$ cat config.mk
export PLATFORM = sky130hd
export DESIGN_NAME = max_finder_buffer
export DESIGN_NICKNAME = d
export VERILOG_FILES = /design/src/rtl/max_finder_buffer.sv
export SDC_FILE = /design/constraint.sdc
export NUM_CORES = 1
export LEC_CHECK = 0
export ABC_AREA = 1
export CORE_AREA = 10 10 220 222
export CTS_CLUSTER_SIZE = 20
export DETAILED_ROUTE_END_ITERATION = 12
export DIE_AREA = 0 0 230 232
export GPL_ROUTABILITY_DRIVEN = 0
export HOLD_SLACK_MARGIN = 0.1
export PLACE_DENSITY = 0.6
export SLEW_MARGIN = 5
export SYNTH_ARGS = -nofsm -noshare
export SYNTH_HDL_FRONTEND = slang
export SYNTH_SLANG_ARGS = --single-unit
$ cat constraint.sdc
create_clock -name clk -period 2.65 [get_ports clk]
set_input_delay 0.265 -clock clk [delete_from_list [all_inputs] [get_ports clk]]
set_output_delay 0.265 -clock clk [all_outputs]
set_load 0.005 [all_outputs]
$ cat src/rtl/max_finder_buffer.sv
// max_finder_buffer
//   Captures a vector of N FP32 elements while tracking their running maximum,
//   then replays every element in arrival order alongside the vector maximum
//   so the next stage can form x_i - max.
//
// Ports
//   clk       : clock, rising edge
//   reset     : synchronous, active-high
//   in_valid  : upstream element valid
//   in_ready  : element accepted this cycle (high only while filling)
//   in_data   : FP32 element
//   out_valid : replayed element valid (high only while emitting)
//   out_ready : downstream accepts the element
//   out_data  : replayed FP32 element
//   out_max   : FP32 maximum of the vector, constant for the whole replay
//   out_last  : high with the Nth replayed element
module max_finder_buffer #(
    parameter int N  = 8,
    parameter int AW = $clog2(N)
) (
    input  logic        clk,
    input  logic        reset,
    input  logic        in_valid,
    output logic        in_ready,
    input  logic [31:0] in_data,
    output logic        out_valid,
    input  logic        out_ready,
    output logic [31:0] out_data,
    output logic [31:0] out_max,
    output logic        out_last
);

    localparam logic [31:0] NEG_INF = 32'hFF80_0000;
    localparam logic [AW-1:0] LAST_IDX = AW'(N - 1);

    typedef enum logic {FILL, EMIT} state_t;

    state_t        state;
    logic [AW-1:0] wr_cnt;
    logic [AW-1:0] rd_ptr;
    logic [31:0]   max_reg;
    logic [31:0]   mem [N];

    // Sign-magnitude ordering on raw bits. Ties are "not greater" so the first
    // occurrence (and its exact bit pattern, e.g. -0 before +0) is kept.
    // NaNs fall out of the same bit rule; nothing special-cased.
    function automatic logic gt(input logic [31:0] a, input logic [31:0] b);
        if (a[31] != b[31]) begin
            if (a[30:0] == 31'd0 && b[30:0] == 31'd0)
                return 1'b0;
            return !a[31];
        end else if (!a[31]) begin
            return a[30:0] > b[30:0];
        end else begin
            return a[30:0] < b[30:0];
        end
    endfunction

    logic        accept;
    logic        xfer;
    logic [31:0] new_max;

    assign accept  = in_valid & in_ready;
    assign xfer    = out_valid & out_ready;
    assign new_max = gt(in_data, max_reg) ? in_data : max_reg;

    // Buffer is written only during FILL, so the combinational read below
    // stays stable while the replay is stalled.
    assign out_data = mem[rd_ptr];

    always_ff @(posedge clk) begin
        if (accept)
            mem[wr_cnt] <= in_data;
    end

    always_ff @(posedge clk) begin
        if (reset) begin
            state     <= FILL;
            wr_cnt    <= '0;
            rd_ptr    <= '0;
            max_reg   <= NEG_INF;
            out_valid <= 1'b0;
            out_max   <= 32'd0;
            out_last  <= 1'b0;
            in_ready  <= 1'b1;
        end else begin
            case (state)
                FILL: begin
                    if (accept) begin
                        max_reg <= new_max;
                        if (wr_cnt == LAST_IDX) begin
                            // Final max must include this Nth element.
                            state     <= EMIT;
                            wr_cnt    <= '0;
                            rd_ptr    <= '0;
                            out_max   <= new_max;
                            out_valid <= 1'b1;
                            in_ready  <= 1'b0;
                            out_last  <= 1'b0;  // N >= 2
                        end else begin
                            wr_cnt <= wr_cnt + 1'b1;
                        end
                    end
                end
                EMIT: begin
                    if (xfer) begin
                        if (out_last) begin
                            state     <= FILL;
                            rd_ptr    <= '0;
                            max_reg   <= NEG_INF;
                            out_valid <= 1'b0;
                            out_last  <= 1'b0;
                            in_ready  <= 1'b1;
                        end else begin
                            rd_ptr   <= rd_ptr + 1'b1;
                            out_last <= (rd_ptr + 1'b1) == LAST_IDX;
                        end
                    end
                end
                default: state <= FILL;
            endcase
        end
    end

endmodule

==> results of run 1 <==
[worst register-to-register path, stage by stage, from the launching register on]
cell	delay [ps]
dfxtp_1	340
inv_2	70
ha_1	310
nand2_1	70
nor2_1	290
and2_1	210
nand2_1	60
nand2_1	70
nand2_1	90
nand2_4	100
nand2_1	90
nand2_4	100
buf_12	170
nand3_2	100
nand2_1	70
nand2_1	50
nand2_1	80
inv_1	40
[layout make-up]
type                       count  share of cell area
inverter                     125              0.0262
clock inverter                13             0.00441
timing repair buffer         194               0.114
sequential                   333               0.501
tap                          592              0.0401
multi-input combinational    952               0.262
clock buffer                  50              0.0528
[worst max path at each step]
stage / startpoint / endpoint / slack, ps / depth (start not counted)
6_report: flop / out_data[3] / 40 / 8
5_1_grt: flop / out_data[25] / -70 / 6
4_1_cts: flop / out_data[14] / -80 / 6
3_5_place_dp: in_data[26] / out_max[7] / -90 / 16
3_3_place_gp: in_data[26] / out_max[14] / -40 / 16
2_1_floorplan: in_ready / mem[1][0] / 300 / 4
[cells by family (layout without fill, tap and decap cells)]
group,count (synthesis),after routing
XOR/XNOR,1,1
flip-flops,333,333
adder cells (fa/ha/maj),35,35
AND/OR/NAND/NOR,662,662
buffers and inverters,200,382
AO/OA/AOI/OAI,254,254
[layer usage]
metal | wire, um | vias up | GRT usage
met1 | 18700 | 5398 | 0.200
met4 | 949 | 0 | 0.0487
met2 | 19300 | 281 | 0.240
met3 | 2600 | 61 | 0.0324
met5 | 0 | - | 0
li1 | - | 5401 | -
[metrics by stage]
| step | cells | worst slack [ps] | area (um2) | total power, uW |
|---|---|---|---|---|
| after floorplan | 1485 | 297 | 14800 | 6620 |
| after global placement | 2186 | -38.0 | 17100 | 7130 |
| after detailed placement | 2186 | -93.9 | 17100 | 7160 |
| after CTS | 2255 | -80.2 | 18300 | 11700 |
| after global routing | 2259 | -69.1 | 18500 | 12000 |
| final | 2259 | 39.0 | 18500 | 11600 |
[power by group through the flow]
stage | Clock (uW) | Sequential [uW] | Combinational, uW
3_3_place_gp | 0 | 5950 | 1180
2_1_floorplan | 0 | 5950 | 673
5_1_grt | 4860 | 5850 | 1320
6_report | 4580 | 5840 | 1180
4_1_cts | 4670 | 5840 | 1190
3_5_place_dp | 0 | 5950 | 1210
[repair_timing]
item                       CTS  global route
resized for setup           34            12
setup buffers                1             2
pin swaps                    4             1
setup endpoints to repair   24             7
gates cloned                 5             2
[placed cells by master, fill, tap and decap left out, types with 13 or more instances in the layout]
| cell type | netlist | layout |
|---|---|---|
| buf_4 | 6 | 62 |
| inv_2 | 15 | 15 |
| nand2_1 | 201 | 201 |
| a21oi_1 | 41 | 41 |
| o22ai_1 | 32 | 32 |
| ha_1 | 35 | 35 |
| inv_1 | 108 | 107 |
| buf_12 | 2 | 18 |
| clkbuf_16 | 0 | 39 |
| nand3_1 | 52 | 52 |
| clkbuf_1 | 50 | 13 |
| nand4_1 | 24 | 24 |
| a31oi_1 | 34 | 31 |
| dlygate4sd2_1 | 0 | 24 |
| o21ai_0 | 141 | 140 |
| nand3_2 | 40 | 40 |
| dfxtp_1 | 77 | 75 |
| clkdlybuf4s50_1 | 0 | 72 |
| edfxtp_1 | 256 | 256 |
| nor2_1 | 325 | 316 |
==> run metrics, run 1 <==
Commonest cells post-synth nor2_1, edfxtp_1, nand2_1, o21ai_0, inv_1; fraction of layout cells with a size suffix above 1 0.135; Reg-to-Reg End out_max[7]; first-pass detailed-route iteration total 4; Lkg Pwr 0.00722 uW; Synth cell types 41; Post-Syn Area 0.0148 mm2; Top delay family on crit path buffers and inverters; grt ovf 0; period utilization 0.985; WL per Instance 18.4 um; Comb pwr share 0.102; Die Y 232 um; clock power share 0.395; clock root cell clkbuf_16; ys async rst share 0; Initial Utilization 0.338; # setup viols final 0; VDD IR max 0.315 mV; clock skew 13.3 ps; Crit Reg-Reg Startpoint max_reg[10]; total die area 0.0534 mm2; Clock Latency Late Sink 520 ps; antenna-violating nets left 0; clock tree from TritonCTS yes; relative slew slack 0.559; switching power share of the total 0.240; DR iter-0 viols 621; r2r setup slk 240 ps; Internal Power 8810 uW; vias in the first global route 10677; Hold EP max_reg[0]; CP peak stage delay 500 ps; Row Count 77; Clock Sinks 333; pwr dens 628 mW/mm2; IO buf count 102; Critical Path Start Type flop; FMAX 383 MHz; antenna violations before repair 0; vias per cell 4.93; worst-margin pin slew 661 ps; path depth of the worst reg2reg path 17; CP Data Arrival Time 2350 ps; sequential fraction of design power 0.503; Storage cell area 0.00924 mm2; CP Data Required Time 2380 ps; Area Growth Syn to Fin 24.3%; Primary FF master, synth edfxtp_1; cell taking the most area after synthesis edfxtp_1; cts hold-fix bufs 0; TritonCTS Buffers 35; multi-input logic area 0.00483 mm2; worst-path cell chain inv_8 > buf_12 > nor2_1 > o22ai_1 > nor2_1 > a31oi_1 > buf_4 > clkdlybuf4s50_1; status completed; hold_ws 287 ps; CTS clk-pin slew, worst paths 70 ps; largest net degree at the start of global routing 65; largest family of logic cells by synthesized area simple AND/OR/NAND/NOR gates; most area-consuming cells after synthesis edfxtp_1, dfxtp_1, nor2_1; Post-Synthesis Cells 1485; max FFs per register 256; Max clock buf depth 3; adder-cell share of the synthesized area 0.0295; Psw 2780 uW; worst hold path type input port to flop; XOR/XNOR Fraction of Synth Area 0.000590; flops & latches, synth 333; Synth Area in Simple Gates 0.200; CP Buf/Inv Count 4; All-Layer GR Usage 0.150; CP most frequent cell nor2_1; Core Util, Final 0.420; crit path max fanout 20; Max Cap Violations 0; H-tree levels 2; CP Capture Type primary output; HP Start reset; syn_area_per_cell 9.99 um2; n_diodes 0; vias 11141; number of I/O pins 103; syn nets 1556; Hold Vio Cnt, Final 0; Total Neg Setup Slack 0 ps; Max Slew Vio Count 0; area of the core 0.0439 mm2; Final min period 2610 ps; Post-synth EDFFs 256; slowest cell on the critical path clkdlybuf4s50_1; most common cell in the synthesized netlist nor2_1; Layout Nets 1712; first-pass GRT wire length 63100 um; # DRC 0; Compound-Gate Fraction of Synth Area 0.0921; post-DP HPWL 26200 um; mux cell area share after synthesis 0; Syn. warnings 0; final wirelength 41500 um; RSZ-0062 raised after global routing true; Seq/Total Area, Yosys 0.622; Die X-Extent 230 um; fill count 4228; hold depth 2; Setup Crit Path Kind flop to primary output; Synth top area share 0.518
No activity file was read; power rests on OpenSTA's default activity.
==> run 2, diff against run 1 <==
--- a/config.mk
+++ b/config.mk
@@ -6,13 +6,13 @@
 export NUM_CORES = 1
 export LEC_CHECK = 0
 export ABC_AREA = 1
-export CORE_AREA = 10 10 220 222
+export CORE_AREA = 10 10 189 191
 export CTS_CLUSTER_SIZE = 20
 export DETAILED_ROUTE_END_ITERATION = 12
-export DIE_AREA = 0 0 230 232
+export DIE_AREA = 0 0 199 201
 export GPL_ROUTABILITY_DRIVEN = 0
 export HOLD_SLACK_MARGIN = 0.1
-export PLACE_DENSITY = 0.6
+export PLACE_DENSITY = 0.74
 export SLEW_MARGIN = 5
 export SYNTH_ARGS = -nofsm -noshare
 export SYNTH_HDL_FRONTEND = slang
==> run 2 against run 1 <==
Clock skew up 15 ps. Utilization is 15 points higher. Setup slack gained 80 ps. Combinational power barely moved.
==> run metrics, run 2 (synthesis results as in run 1) <==
path depth of the worst reg2reg path 15 (was 17); crit path max fanout 20 (unchanged); Hold Vio Cnt, Final 0 (unchanged); FMAX 395 MHz (was 383 MHz); Crit Reg-Reg Startpoint max_reg[30] (was max_reg[10]); H-tree levels 1 (was 2); Reg-to-Reg End out_max[12] (was out_max[7]); post-DP HPWL 25500 um (was 26200 um); clock tree from TritonCTS yes (unchanged); Total Neg Setup Slack 0 ps (unchanged); non-filler cells, final 2068 (was 2259); clock skew 27.9 ps (was 13.3 ps); CP Buf/Inv Count 4 (unchanged); # setup viols final 0 (unchanged); commonest non-fill, non-tap cell in the layout nor2_1 (unchanged); Layout Nets 1709 (was 1712); CP Data Arrival Time 2270 ps (was 2350 ps); Die X-Extent 199 um (was 230 um); total die area 0.0400 mm2 (was 0.0534 mm2); n_diodes 0 (unchanged); antenna-violating nets left 0 (unchanged); CP peak stage delay 360 ps (was 500 ps); commonest non-fill, non-tap cells in the layout nor2_1, edfxtp_1, nand2_1 (unchanged); pwr dens 631 mW/mm2 (was 628 mW/mm2); grt ovf 0 (unchanged); vias in the first global route 10835 (was 10677); Clock Latency Late Sink 560 ps (was 520 ps); Area Growth Syn to Fin 22.3% (was 24.3%); RSZ-0062 raised after global routing false (was true); fill count 2656 (was 4228); IO buf count 102 (unchanged); Clock Sinks 333 (unchanged); Max Slew Vio Count 0 (unchanged); worst-margin pin slew 604 ps (was 661 ps); first-pass GRT wire length 60300 um (was 63100 um); DR iter-0 viols 953 (was 621); Die Y 201 um (was 232 um); worst-path cell chain buf_12 > clkinv_8 > buf_12 > o21ai_0 > o22ai_1 > nor2_1 > a31oi_2 > dlygate4sd2_1 (was inv_8 > buf_12 > nor2_1 > o22ai_1 > nor2_1 > a31oi_1 > buf_4 > clkdlybuf4s50_1); Initial Utilization 0.463 (was 0.338); largest net degree at the start of global routing 51 (was 65); Hold EP max_reg[19] (was max_reg[0]); clock root cell clkbuf_16 (unchanged); slowest cell on the critical path dfxtp_4 (was clkdlybuf4s50_1); Critical Path Start Type flop (unchanged); r2r setup slk 240 ps (about the same); # DRC 0 (unchanged); All-Layer GR Usage 0.189 (was 0.150); Tot Pwr 11500 uW (was 11600 uW); DP Cell Count 2005 (was 2186); worst hold path type flop to flop (was input port to flop); Max clock buf depth 3 (unchanged); antenna violations before repair 0 (unchanged); HP Start max_reg[19] (was reset); area of the core 0.0320 mm2 (was 0.0439 mm2); relative slew slack 0.595 (was 0.559); vias 11287 (was 11141); Final min period 2530 ps (was 2610 ps); vias per cell 5.46 (was 4.93); fraction of layout cells with a size suffix above 1 0.139 (was 0.135); number of I/O pins 103 (unchanged); TritonCTS Buffers 31 (was 35); Lkg Pwr 0.00729 uW (was 0.00722 uW); Setup Crit Path Kind flop to primary output (unchanged); CTS clk-pin slew, worst paths 60 ps (was 70 ps); CP most frequent cell buf_12 (was nor2_1); period utilization 0.955 (was 0.985); Top delay family on crit path buffers and inverters (unchanged); hold depth 2 (unchanged); CP Capture Type primary output (unchanged); WL per Instance 18.8 um (was 18.4 um); Row Count 66 (was 77); max FFs per register 256 (unchanged); final wirelength 38800 um (was 41500 um); CP Data Required Time 2380 ps (about the same); status completed (unchanged); Max Cap Violations 0 (unchanged); first-pass detailed-route iteration total 6 (was 4); VDD IR max 0.543 mV (was 0.315 mV)
run 2: worst max-delay path by stage:
stage	depth (start not counted)	to	from	slack, ps
2_1_floorplan	4	mem[1][0]	in_ready	300
3_3_place_gp	17	out_max[12]	in_data[10]	-8
3_5_place_dp	16	out_max[12]	in_data[18]	-70
4_1_cts	6	out_data[1]	flop	-110
5_1_grt	17	out_max[13]	max_reg[10]	20
6_report	8	out_data[2]	flop	120
run 2: per-stage QoR:
stage	setup WS [ps]	utilization	hold slack [ps]	cell area, um2
final	119	0.567	467	18200
after global routing	18.3	0.567	489	18200
after global placement	-7.64	0.527	452	16900
after CTS	-105	0.564	466	18100
after detailed placement	-71.8	0.527	455	16900
after floorplan	297	-	364	14800
run 2: area by class of cell:
cell class / count / area, um2 / share of cell area
Tap cell: 408 / 510 / 0.0281
Inverter: 125 / 488 / 0.0269
Clock buffer: 43 / 877 / 0.0483
Timing Repair Buffer: 195 / 2060 / 0.113
Multi-Input combinational cell: 952 / 4850 / 0.267
Clock inverter: 12 / 143 / 0.00786
Sequential cell: 333 / 9230 / 0.509
run 2: metal layers:
| layer | GRT usage | part of all wire |
|---|---|---|
| met5 | 0 | 0 |
| met3 | 0.0267 | 0.076 |
| met1 | 0.257 | 0.43 |
| met2 | 0.306 | 0.47 |
| met4 | 0.0602 | 0.026 |
run 2: repair_timing:
item                                    in CTS  in global routing
hold endpoints to repair                     3                  0
endpoints found under the setup margin      31                 16
gates resized for setup                     31                 21
gates cloned                                 3                  1
setup buffers                                3                  0
hold buffers                                 1                  0
pin swaps                                    1                  2
run 2: power by group:
part | internal [uW] | switching [uW] | total (uW)
Combinational | 451 | 733 | 1180
Sequential | 5780 | 55.9 | 5840
Clock | 2590 | 1850 | 4440
Total | 8830 | 2630 | 11500
run 2: worst reg2reg max path: cells and delay by family, from the launching register on:
kind	cells	cell delay, ps
adders and majority gates	1	310
buffers and inverters	4	490
DFF	1	360
and+or+nand+nor	10	1150
==> run 3, diff against run 2 <==
--- a/config.mk
+++ b/config.mk
@@ -10,9 +10,10 @@
 export CTS_CLUSTER_SIZE = 20
 export DETAILED_ROUTE_END_ITERATION = 12
 export DIE_AREA = 0 0 199 201
+export DONT_BUFFER_PORTS = 1
 export GPL_ROUTABILITY_DRIVEN = 0
 export HOLD_SLACK_MARGIN = 0.1
-export PLACE_DENSITY = 0.74
+export PLACE_DENSITY = 0.7
 export SLEW_MARGIN = 5
 export SYNTH_ARGS = -nofsm -noshare
 export SYNTH_HDL_FRONTEND = slang
==> run 3 against run 2 <==
Sequential share of layout area is 3.4 points higher. Final cell count decreased by 4.6%. Total power is 0.90% lower. First-iteration DRC count grew 3.3%. Fmax grew 0.92%. Design area decreased by 6.3%. Register-to-register slack worse by 30 ps. Hold slack worse by 360 ps. Global-route usage decreased by 0.35 points. Clock skew fell by 14 ps. Routed wire length fell by 2.7%. Highest routed layer unchanged.
==> run metrics, run 3 (synthesis results as in run 1) <==
status completed (unchanged); Hold Vio Cnt, Final 0 (unchanged); worst hold path type input port to flop (was flop to flop); Die Y 201 um (unchanged); Setup Crit Path Kind flop to primary output (unchanged); Clock Latency Late Sink 510 ps (was 560 ps); Reg-to-Reg End out_max[28] (was out_max[12]); DP Cell Count 1876 (was 2005); commonest non-fill, non-tap cells in the layout nor2_1, edfxtp_1, nand2_1 (unchanged); total die area 0.0400 mm2 (unchanged); multi-input logic area 0.00483 mm2 (was 0.00485 mm2); hold depth 2 (unchanged); vias in the first global route 10362 (was 10835); Layout Nets 1612 (was 1709); post-DP HPWL 22200 um (was 25500 um); Worst Setup Slack, final 143 ps (was 119 ps); WL per Instance 19.1 um (was 18.8 um); H-tree levels 2 (was 1); RSZ-0062 raised after global routing true (was false); first-pass detailed-route iteration total 6 (unchanged); Hold EP max_reg[22] (was max_reg[19]); crit path max fanout 52 (was 20); TritonCTS Buffers 35 (was 31); clock tree from TritonCTS yes (unchanged); vias 10776 (was 11287); Max Cap Violations 0 (unchanged); non-filler cells, final 1973 (was 2068); period utilization 0.946 (was 0.955); # setup viols final 0 (unchanged); Placement Setup Slack 169 ps (was -71.8 ps); CP Capture Type primary output (unchanged); Critical Path Start Type flop (unchanged); fill count 2792 (was 2656); Die X-Extent 199 um (unchanged); Row Count 66 (unchanged); FMAX 399 MHz (was 395 MHz); first-pass GRT wire length 58600 um (was 60300 um); Storage cell area 0.00923 mm2 (unchanged); IO buf count 0 (was 102); clock skew 13.8 ps (was 27.9 ps); Lkg Pwr 0.00664 uW (was 0.00729 uW); antenna-violating nets left 0 (unchanged); pwr dens 667 mW/mm2 (was 631 mW/mm2); max FFs per register 256 (unchanged); Max clock buf depth 3 (unchanged); Area Growth Syn to Fin 14.7% (was 22.3%); area of the core 0.0320 mm2 (unchanged); relative slew slack 0.582 (was 0.595); All-Layer GR Usage 0.186 (was 0.189); VDD IR max 0.462 mV (was 0.543 mV); fraction of layout cells with a size suffix above 1 0.121 (was 0.139); HP Start reset (was max_reg[19]); antenna violations before repair 3 (was 0); Final min period 2510 ps (was 2530 ps); Crit Reg-Reg Startpoint max_reg[30] (unchanged); Total Neg Setup Slack 0 ps (unchanged); Initial Utilization 0.463 (unchanged); Max Slew Vio Count 0 (unchanged); final wirelength 37800 um (was 38800 um); Clock Sinks 333 (unchanged); CP Data Arrival Time 2240 ps (was 2270 ps); CTS clk-pin slew, worst paths 60 ps (about the same); # DRC 0 (unchanged); path depth of the worst reg2reg path 15 (unchanged); CP Data Required Time 2380 ps (about the same); grt ovf 0 (unchanged); r2r setup slk 210 ps (was 240 ps); DR iter-0 viols 984 (was 953); commonest non-fill, non-tap cell in the layout nor2_1 (unchanged); largest net degree at the start of global routing 77 (was 51); vias per cell 5.46 (about the same); clock root cell clkbuf_16 (unchanged); worst-margin pin slew 628 ps (was 604 ps); n_diodes 0 (unchanged); number of I/O pins 103 (unchanged)
## run 3: per-stage QoR
stage / power, uW / util / cell area, um2 / hold WS (ps)
3_3_place_gp: 6840 / 0.486 / 15600 / 359
6_report: 11400 / 0.531 / 17000 / 104
2_1_floorplan: 6620 / - / 14800 / 364
3_5_place_dp: 6870 / 0.486 / 15600 / 362
4_1_cts: 11400 / 0.530 / 17000 / 102
5_1_grt: 11800 / 0.531 / 17000 / 128
## run 3: report_power, final
part           total (uW)  leakage [uW]  switching (uW)  internal, uW
combinational        1050       0.00318             684           363
sequential           5850       0.00295            58.1          5790
clock                4470      0.000507            1930          2540
## run 3: area by class of cell
class / instances / area share
clock inverters: 13 / 0.00493
well taps: 408 / 0.0300
inverters: 125 / 0.0279
multi-input cells: 952 / 0.284
repair buffers: 94 / 0.0550
flip-flops and latches: 333 / 0.542
clock buffers: 48 / 0.0562
## run 3: how the worst max path moves through the flow
stage / from / endpoint / slack, ps
global route: max_reg[30] / out_max[24] / -40
detailed placement: max_reg[30] / max_reg[28] / 170
finish: flop / out_data[14] / 140
floorplan: in_ready / mem[1][0] / 300
CTS: flop / out_data[4] / 80
global placement: max_reg[30] / out_max[28] / 190
## run 3: timing repair
action / CTS / global route
resized for setup: 0 / 5
setup endpoints to repair: 0 / 25
buffers inserted: 0 / 0
hold buffers: 35 / 0
hold endpoints to repair: 329 / 0
## run 3: per-layer routing
layer / track usage / vias to the layer above / routed length, um
met1: 0.259 / 5118 / 16600
met5: 0 / - / 0
met4: 0.0531 / 0 / 884
li1: - / 5188 / -
met3: 0.0355 / 71 / 3040
met2: 0.289 / 399 / 17300
## run 3: critical path: stages (launching register included)
cell	delay, ps
dfxtp_4	540
buf_12	280
o21ai_0	140
o22ai_1	200
nor2_1	60
a31oi_1	310
buf_4	180
